`src/rtl/jt89_writer.sv`:
```
// jt89_writer: host-side bus master for the jt89 PSG register port.
//
// Register-update commands (register number + value) are queued in a small
// FIFO and serialised into PSG byte writes: a latch byte, then a data byte
// for tone registers. Consecutive strobes are spaced by at least GAP clken
// pulses so the PSG can be programmed without hand-timing.
//
// Optional feature macro: JT89_WR_SKIP_EN
//   When defined, shadow copies of the PSG registers suppress redundant
//   writes (whole command, or just the tone data byte). Noise-control writes
//   are never suppressed because they restart the noise LFSR.
//
// Ports:
//   clk        clock
//   rst        synchronous reset, active-high
//   clken      PSG clock enable; only advances the gap counter
//   cmd_valid  command offered
//   cmd_ready  FIFO can accept a command (!full)
//   cmd_reg    PSG register: 000/010/100 tone0-2, 001/011/101/111 vol0-3, 110 noise
//   cmd_data   value; tone [9:0], volume [3:0], noise ctrl [2:0]
//   wr_n       active-low write strobe, one clk wide
//   dout       byte to PSG din, held between strobes
//   busy       FIFO non-empty or FSM not idle
module jt89_writer #(
    parameter int unsigned DEPTH = 8,
    parameter int unsigned GAP   = 32
) (
    input  logic       clk,
    input  logic       rst,
    input  logic       clken,
    input  logic       cmd_valid,
    output logic       cmd_ready,
    input  logic [2:0] cmd_reg,
    input  logic [9:0] cmd_data,
    output logic       wr_n,
    output logic [7:0] dout,
    output logic       busy
);

    localparam int unsigned AW = $clog2(DEPTH);
    localparam int unsigned CW = $clog2(GAP + 1);
    localparam logic [CW-1:0] GapLast = CW'(GAP);
    localparam logic [CW-1:0] CntOne  = CW'(1);
    localparam logic [AW:0]   PtrOne  = (AW + 1)'(1);

    typedef enum logic [2:0] {StIdle, StLatch, StWait1, StData, StWait2} state_e;

    state_e        state_q, state_d;
    logic [12:0]   mem_q [DEPTH];
    logic [AW:0]   wptr_q, rptr_q;
    logic          empty, full, push, pop;
    logic [12:0]   head, hold_q, hold_d;
    logic [CW-1:0] cnt_q, cnt_d;
    logic          cnt_done;
    logic          wr_n_q, wr_n_d;
    logic [7:0]    dout_q, dout_d;
    logic          drop, skip_data;

    function automatic logic is_tone(input logic [2:0] r);
        return !r[0] && (r != 3'b110);
    endfunction

    function automatic logic [3:0] nibble(input logic [12:0] c);
        return (c[12:10] == 3'b110) ? {1'b0, c[2:0]} : c[3:0];
    endfunction

    function automatic logic [7:0] latch_byte(input logic [12:0] c);
        return {1'b1, c[12:10], nibble(c)};
    endfunction

    function automatic logic [7:0] data_byte(input logic [12:0] c);
        return {2'b00, c[9:4]};
    endfunction

    // FIFO: pointers carry one extra bit to tell full from empty.
    assign empty     = (wptr_q == rptr_q);
    assign full      = (wptr_q[AW] != rptr_q[AW]) && (wptr_q[AW-1:0] == rptr_q[AW-1:0]);
    assign push      = cmd_valid && !full;
    assign cmd_ready = !full;
    assign head      = mem_q[rptr_q[AW-1:0]];
    assign busy      = !empty || (state_q != StIdle);
    assign cnt_done  = clken && ((cnt_q + CntOne) == GapLast);
    assign wr_n      = wr_n_q;
    assign dout      = dout_q;

    always_ff @(posedge clk) begin
        if (push) begin
            mem_q[wptr_q[AW-1:0]] <= {cmd_reg, cmd_data};
        end
    end

    // State register (plus datapath registers that follow it).
    always_ff @(posedge clk) begin
        if (rst) begin
            state_q <= StIdle;
            wptr_q  <= '0;
            rptr_q  <= '0;
            hold_q  <= '0;
            cnt_q   <= '0;
            wr_n_q  <= 1'b1;
            dout_q  <= 8'h00;
        end else begin
            state_q <= state_d;
            if (push) wptr_q <= wptr_q + PtrOne;
            if (pop)  rptr_q <= rptr_q + PtrOne;
            hold_q  <= hold_d;
            cnt_q   <= cnt_d;
            wr_n_q  <= wr_n_d;
            dout_q  <= dout_d;
        end
    end

    // Next-state logic.
    always_comb begin
        state_d = state_q;
        cnt_d   = cnt_q;
        hold_d  = hold_q;
        pop     = 1'b0;
        case (state_q)
            StIdle: begin
                if (!empty) begin
                    pop    = 1'b1;
                    hold_d = head;
                    // A dropped command is consumed without leaving idle.
                    if (!drop) state_d = StLatch;
                end
            end
            StLatch: begin
                cnt_d   = '0;
                state_d = StWait1;
            end
            StWait1: begin
                if (clken) cnt_d = cnt_q + CntOne;
                if (cnt_done) begin
                    state_d = (is_tone(hold_q[12:10]) && !skip_data) ? StData : StIdle;
                end
            end
            StData: begin
                cnt_d   = '0;
                state_d = StWait2;
            end
            StWait2: begin
                if (clken) cnt_d = cnt_q + CntOne;
                if (cnt_done) state_d = StIdle;
            end
            default: state_d = StIdle;
        endcase
    end

    // Outputs are registered from the next state so the strobe is glitch-free.
    always_comb begin
        wr_n_d = 1'b1;
        dout_d = dout_q;
        case (state_d)
            StLatch: begin
                wr_n_d = 1'b0;
                dout_d = latch_byte(hold_d);
            end
            StData: begin
                wr_n_d = 1'b0;
                dout_d = data_byte(hold_q);
            end
            default: ;
        endcase
    end

`ifdef JT89_WR_SKIP_EN
    logic [9:0] shadow_q [8];
    logic [9:0] head_shadow;
    logic [5:0] hold_shadow_hi;

    assign head_shadow    = shadow_q[head[12:10]];
    assign hold_shadow_hi = shadow_q[hold_q[12:10]][9:4];
    assign skip_data      = (hold_q[9:4] == hold_shadow_hi);

    always_comb begin
        drop = 1'b0;
        if (head[12:10] == 3'b110) begin
            drop = 1'b0;
        end else if (is_tone(head[12:10])) begin
            drop = (head[9:0] == head_shadow);
        end else begin
            drop = (head[3:0] == head_shadow[3:0]);
        end
    end

    // Shadows follow what the PSG has actually been sent.
    always_ff @(posedge clk) begin
        if (rst) begin
            for (int i = 0; i < 8; i++) begin
                if (i == 6)          shadow_q[i] <= 10'h004;
                else if (i % 2 == 1) shadow_q[i] <= 10'h00F;
                else                 shadow_q[i] <= 10'h000;
            end
        end else begin
            if (state_d == StLatch) shadow_q[hold_d[12:10]][3:0] <= nibble(hold_d);
            if (state_d == StData)  shadow_q[hold_q[12:10]][9:4] <= hold_q[9:4];
        end
    end
`else
    assign drop      = 1'b0;
    assign skip_data = 1'b0;
`endif

endmodule

```
`config.mk`:
```
export PLATFORM = sky130hd
export DESIGN_NAME = jt89_writer
export DESIGN_NICKNAME = d
export VERILOG_FILES = /design/src/rtl/jt89_writer.sv
export SDC_FILE = /design/constraint.sdc
export NUM_CORES = 1
export LEC_CHECK = 0
export BUFFER_PORTS_ARGS = -buffer_cell sky130_fd_sc_hd__buf_4
export CAP_MARGIN = 20
export CORE_UTILIZATION = 50
export CTS_BUF_LIST = sky130_fd_sc_hd__clkbuf_8
export DETAILED_ROUTE_END_ITERATION = 8
export MAX_ROUTING_LAYER = met4
export PLACE_DENSITY = 0.72
export SYNTH_ARGS = -nofsm -noshare
export SYNTH_HDL_FRONTEND = slang
export SYNTH_SLANG_ARGS = --single-unit
export TNS_END_PERCENT = 50
```
`constraint.sdc`:
```
create_clock -name clk -period 3.99 [get_ports clk]
set_clock_uncertainty 0.15 [all_clocks]
set_input_delay 1.197 -clock clk [delete_from_list [all_inputs] [get_ports clk]]
set_output_delay 1.197 -clock clk [all_outputs]
set_load 0.01 [all_outputs]
```
======== Word level (Yosys, flattened, before mapping) ========
Memory sizes are Yosys's and may differ from the RTL's. A register that Yosys moved wholly into a read port is not among the register bits.
Index checks and enable logic that the tools add are counted.
cells by class
  reduce and logical (&&, ||, !) cells .... 17
  add/subtract/negate cells ............... 3
  equal/unequal tests ..................... 13
  bitwise gates (word level) .............. 1
  mux-type cells .......................... 18
operator list
  cell                 count
  $mux 13              2
  $pmux 8 s2           1
  $mux 3               5
  $pmux 3 s5           1
  $pmux 6 s2           1
  $eq 3x2->1 const B   3
  $add 4x1->4 const B  2
  $add 6x1->6 const B  1
  $eq 3x1->1 const B   2
  $eq 3x3->1 const B   2
  $eq 6x6->1 const B   1
  $mux 6               1
  $reduce_or 2->1      3
  $mux 1               5
  $eq 4x4->1           1
  $logic_and 1x1->1    4
  $mux 4               1
  $reduce_and 2->1     2
  $reduce_bool 2->1    2
  $eq 3x3->1           1
  $logic_not 1->1      3
  $logic_not 3->1      1
  $ne 3x3->1 const B   1
  $reduce_bool 3->1    1
  other kinds (5)      5
storage, ports and cells
  RAM bits ................................ 104
  bits of input ports ..................... 17
  logic and storage cells ................. 61
  output and inout bits ................... 11
  bits in registers ....................... 39
  memories ................................ 1
memories
  name   words  width  rd ports  clocked after Yosys merged registers in  wr ports  RTL line  RTL
  mem_q  8      13     1         1                                        1         49        logic [12:0] mem_q [DEPTH];

======== Logic depth before layout (Yosys ltp) ========
  depth in word-level cells ............... 8
  depth in mapped cells ................... 7
  mapped depth without buffers ............ 6

======== Least setup slack after synthesis ========
No wires, ideal clock.
  path kind ............................... input port to flip-flop
  from .................................... in cmd_valid
  to ...................................... mem mem_q[0][0] (enable)
  arrival ................................. 2.749 ns
  buffers on the path ..................... 0
  setup slack ............................. 0.691 ns
  setup time .............................. 0.400 ns
  stages on the path ...................... 4
  cell sequence ........................... inv_1 -> a41oi_1 -> nand2b_1 -> nor3_1
between the ends
  word-level cells in the longest chain between the ends .. 3
RTL lines
  element                       RTL line  RTL
  from (decl)                   31        input logic cmd_valid,
  $logic_and 1x1->1             78        assign push = cmd_valid && !full;
  $mux 1                        87        if (push) begin
  $mux 1 (not written as such)  88        mem_q[wptr_q[AW-1:0]] <= {cmd_reg, cmd_data};
  to (decl)                     49
No other way between the ends.

======== Worst setup path after layout ========
  from .................................... reg wptr_q[1]
  to ...................................... out busy
between the ends
  word-level cells in the longest chain between the ends .. 3
RTL lines
  element                 RTL line  RTL
  from (decl)             50        logic [AW:0] wptr_q, rptr_q;
  from (signal assigned)  104       if (push) wptr_q <= wptr_q + PtrOne;
  $eq 4x4->1              76        assign empty = (wptr_q == rptr_q);
  $logic_not 1->1         n/a
  $logic_or 1x1->1        81        assign busy = !empty || (state_q != StIdle);
  to (decl)               37        output logic busy
No other way between the ends.

==> impl_metrics.csv <==
group,metric,value,unit
die,core_area,0.0110,mm2
die,initial_core_util,51.8,%
die,dieArea,0.0118,mm2
final_layout,nets,420,
detailed_routing,first_pass_iters,4,
cts,ctsHoldBuffers,0,
critical_path,reg2regPathDepth,6,
logic_synthesis,synthFlopType,"edfxtp_1",
logic_synthesis,ys_ff_latch,142,
cts,cts.clk_slew.worst_paths,0.07,ns
grt,grt_overflow_total,0,
critical_path,cp.required,2.64,ns
die,num_rows,38,
detailed_routing,drt-wirelength-per-cell,18.3,um
place,dpl_cell_area,0.00604,mm2
detailed_routing,totalWireLength,10100,um
critical_path,crit_cells,4,
grt,grt_usage,20.1,%
logic_synthesis,synth_top_cell_area_share,54.8,%
sta,worst_hold_slack,0.306,ns
sta,rsz0062_at_grt,"false",
cts,cts_setup_buffers,0,
cts,cts-resized-gates,0,
detailed_routing,ant_nets,0,
logic_synthesis,synth_seq_area_share,68.2,%
cts,clk_latency,0.44,ns
cts,cts_root_buffer,"clkbuf_8",
final_layout,drive_gt1_share,23.5,%
critical_path,path_class,"register to output port",
status,status,"complete, no violations",
die,dieHeight,109,um
critical_path,path_cells,"xor2_1 -> nor4_1 -> nand2_1 -> buf_4",
critical_path,worst_path_largest_cell_delay,0.59,ns
logic_synthesis,synth-async-reset-ratio,0,%
logic_synthesis,syn_area,0.00569,mm2
worst_hold_path,hold_depth,2,
logic_synthesis,synth_nets,383,
die,die_w,109,um
cts,cts_sinks,142,
run,cap_violations,0,
grt,grt_pass1_wl,16300,um
sta,fin_crit_sh,80.0,%
logic_synthesis,synth-edff-count,104,
detailed_routing,vias,3069,
worst_hold_path,min_path_type,"register to register",
die,io_pins,28,
cts,clock_path_buffers,2,
place,dpl.hpwl,6280,um
sta,max_freq,0.313,GHz
cts,numCtsBuffers,17,
critical_path,critPathTopFamily,"flip-flops",
detailed_routing,remaining_drc_errors,0,
final_layout,antenna_cells,0,
pwr,powerDensity,604,mW/mm2
sta,tns,0,ns
sta,setup_violations,0,
grt,antenna_found_initial,0,
sta,drv_slew,0,
pwr,total_power,0.00390,W
place,gp_congestion,0.777,
final_layout,stdcell_area,0.00646,mm2
critical_path,crit_path_max_fanout,10,
pwr,leakagePower,2.20,nW
critical_path,start_kind,"register",
critical_path,cp_data_arrival_time,1.85,ns
sta,tightest_slew,1.06,ns
critical_path,cpMaxStageDelayCell,"dfxtp_1",
detailed_routing,via_per_inst,5.56,
logic_synthesis,ys_types,45,
sta,max_slew_margin,29.2,%
pwr,max-vdd-ir-drop,0.371,mV
logic_synthesis,yosys-top-cells-area,"edfxtp_1, dfxtp_1, mux4_2, nor2_1, mux2i_1",
logic_synthesis,syn_inst,362,
final_layout,area_delta_synth_final,13.5,%
cts,htreeDepth,4,
logic_synthesis,synthTopCellsByCount,"edfxtp_1, dfxtp_1, nor2_1, mux4_2, a21oi_1",
grt,grt_max_degree,36,
logic_synthesis,ys.warnings.count,0,
cts,tritoncts,"done",
detailed_routing,drt_iter0_drc,266,
sta,fin_crit,3.19,ns
sta,finalHoldViolCount,0,
grt,grt_pass1_vias,3157,
critical_path,crit_buf_inv,1,
logic_synthesis,avgSynthCellArea,15.7,um2
place,io_buffers,27,
critical_path,crit_path_end_kind,"output port",
logic_synthesis,yosys.area.top_type,"edfxtp_1",
logic_synthesis,yosysMostFrequentCell,"edfxtp_1",
==> per-layer routing <==
metal / part of all wire (%) / GRT usage [%]
met1: 44 / 24.6
met2: 49 / 32.2
met3: 5.4 / 5.08
met4: 1.4 / 8.01
met5: 0 / -
==> worst paths after layout <==
path,slack (ns),from,endpoint
setup reg to reg,1.43,register,dout[5]
hold / removal,0.31,hold_q[11],hold_q[11]
hold reg to reg,0.31,hold_q[11],hold_q[11]
setup / recovery,0.80,wptr_q[1],busy
==> worst register-to-register path: cells and delay by family, from the launching register on <==
family                 cells  cell delay [ns]
and+or+nand+nor            1             0.17
buffers and inverters      1             0.38
muxes                      2             0.78
AOI/OAI and AO/OA          2             0.18
DFF                        1             0.78
==> per-stage QoR <==
step	cells	utilization, %	setup WS, ns
after floorplan	362	-	0.691
after global placement	519	55.0	0.977
after detailed placement	519	55.0	0.898
after CTS	551	58.8	0.787
after global routing	552	58.9	0.698
final	552	58.9	0.796
==> where the power goes <==
part           switching (W)  leakage, nW  internal (W)  total [W]
Clock               0.000512        0.210      0.000668    0.00118
Combinational       0.000444        0.739      0.000429   0.000873
Sequential          0.000125         1.26       0.00173    0.00185
==> flip-flops by register name, summed over array words and instances (netlist names), named ones only <==
name     cells
rptr_q       4
mem_q      104
state_q      3
wptr_q       4
cnt_q        6
wr_n         1
hold_q       9
dout         8
==> layout make-up <==
| class | instances | area [um2] |
|---|---|---|
| multi-input cells | 191 | 1670 |
| clock buffers | 17 | 234 |
| well taps | 140 | 175 |
| flip-flops and latches | 142 | 3880 |
| fillers | 843 | 4520 |
| clock inverters | 15 | 179 |
| repair buffers | 38 | 285 |
| inverters | 9 | 33.8 |
==> cell families (layout without fill, tap and decap cells) <==
kind of cell / after synthesis / in the layout / share of synthesized area, %
muxes: 42 / 42 / 13.4
and+or+nand+nor: 86 / 86 / 7.36
buffers and inverters: 29 / 79 / 2.57
DFF: 142 / 142 / 68.2
xor gates and xnor gates: 15 / 15 / 2.31
AOI/OAI and AO/OA: 44 / 44 / 5.30
adders and majority gates: 4 / 4 / 0.879
==> cells in the final DEF (no fill, tap or decap), types with 2 or more instances in the layout <==
master | synthesis | routed
o21ai_0 | 5 | 5
nand2_1 | 15 | 15
xnor2_1 | 6 | 6
a21oi_1 | 17 | 17
mux2i_1 | 12 | 12
nor3_1 | 5 | 3
clkinv_1 | 0 | 4
nor2_1 | 34 | 34
mux2_2 | 4 | 4
ha_1 | 4 | 4
a211oi_1 | 8 | 8
o21a_1 | 5 | 5
buf_4 | 3 | 38
dfxtp_1 | 38 | 38
nor3_2 | 0 | 2
nand3b_1 | 4 | 4
clkinvlp_4 | 0 | 2
clkbuf_8 | 0 | 17
and2b_2 | 2 | 2
mux4_2 | 23 | 23
inv_1 | 9 | 12
nand2b_1 | 5 | 5
nand4_1 | 4 | 4
mux4_1 | 3 | 3
nand3_1 | 7 | 7
bufinv_16 | 0 | 4
and2_1 | 2 | 2
or2_2 | 2 | 2
edfxtp_1 | 104 | 104
xor2_1 | 9 | 9
(Power assumes the default switching activity.)
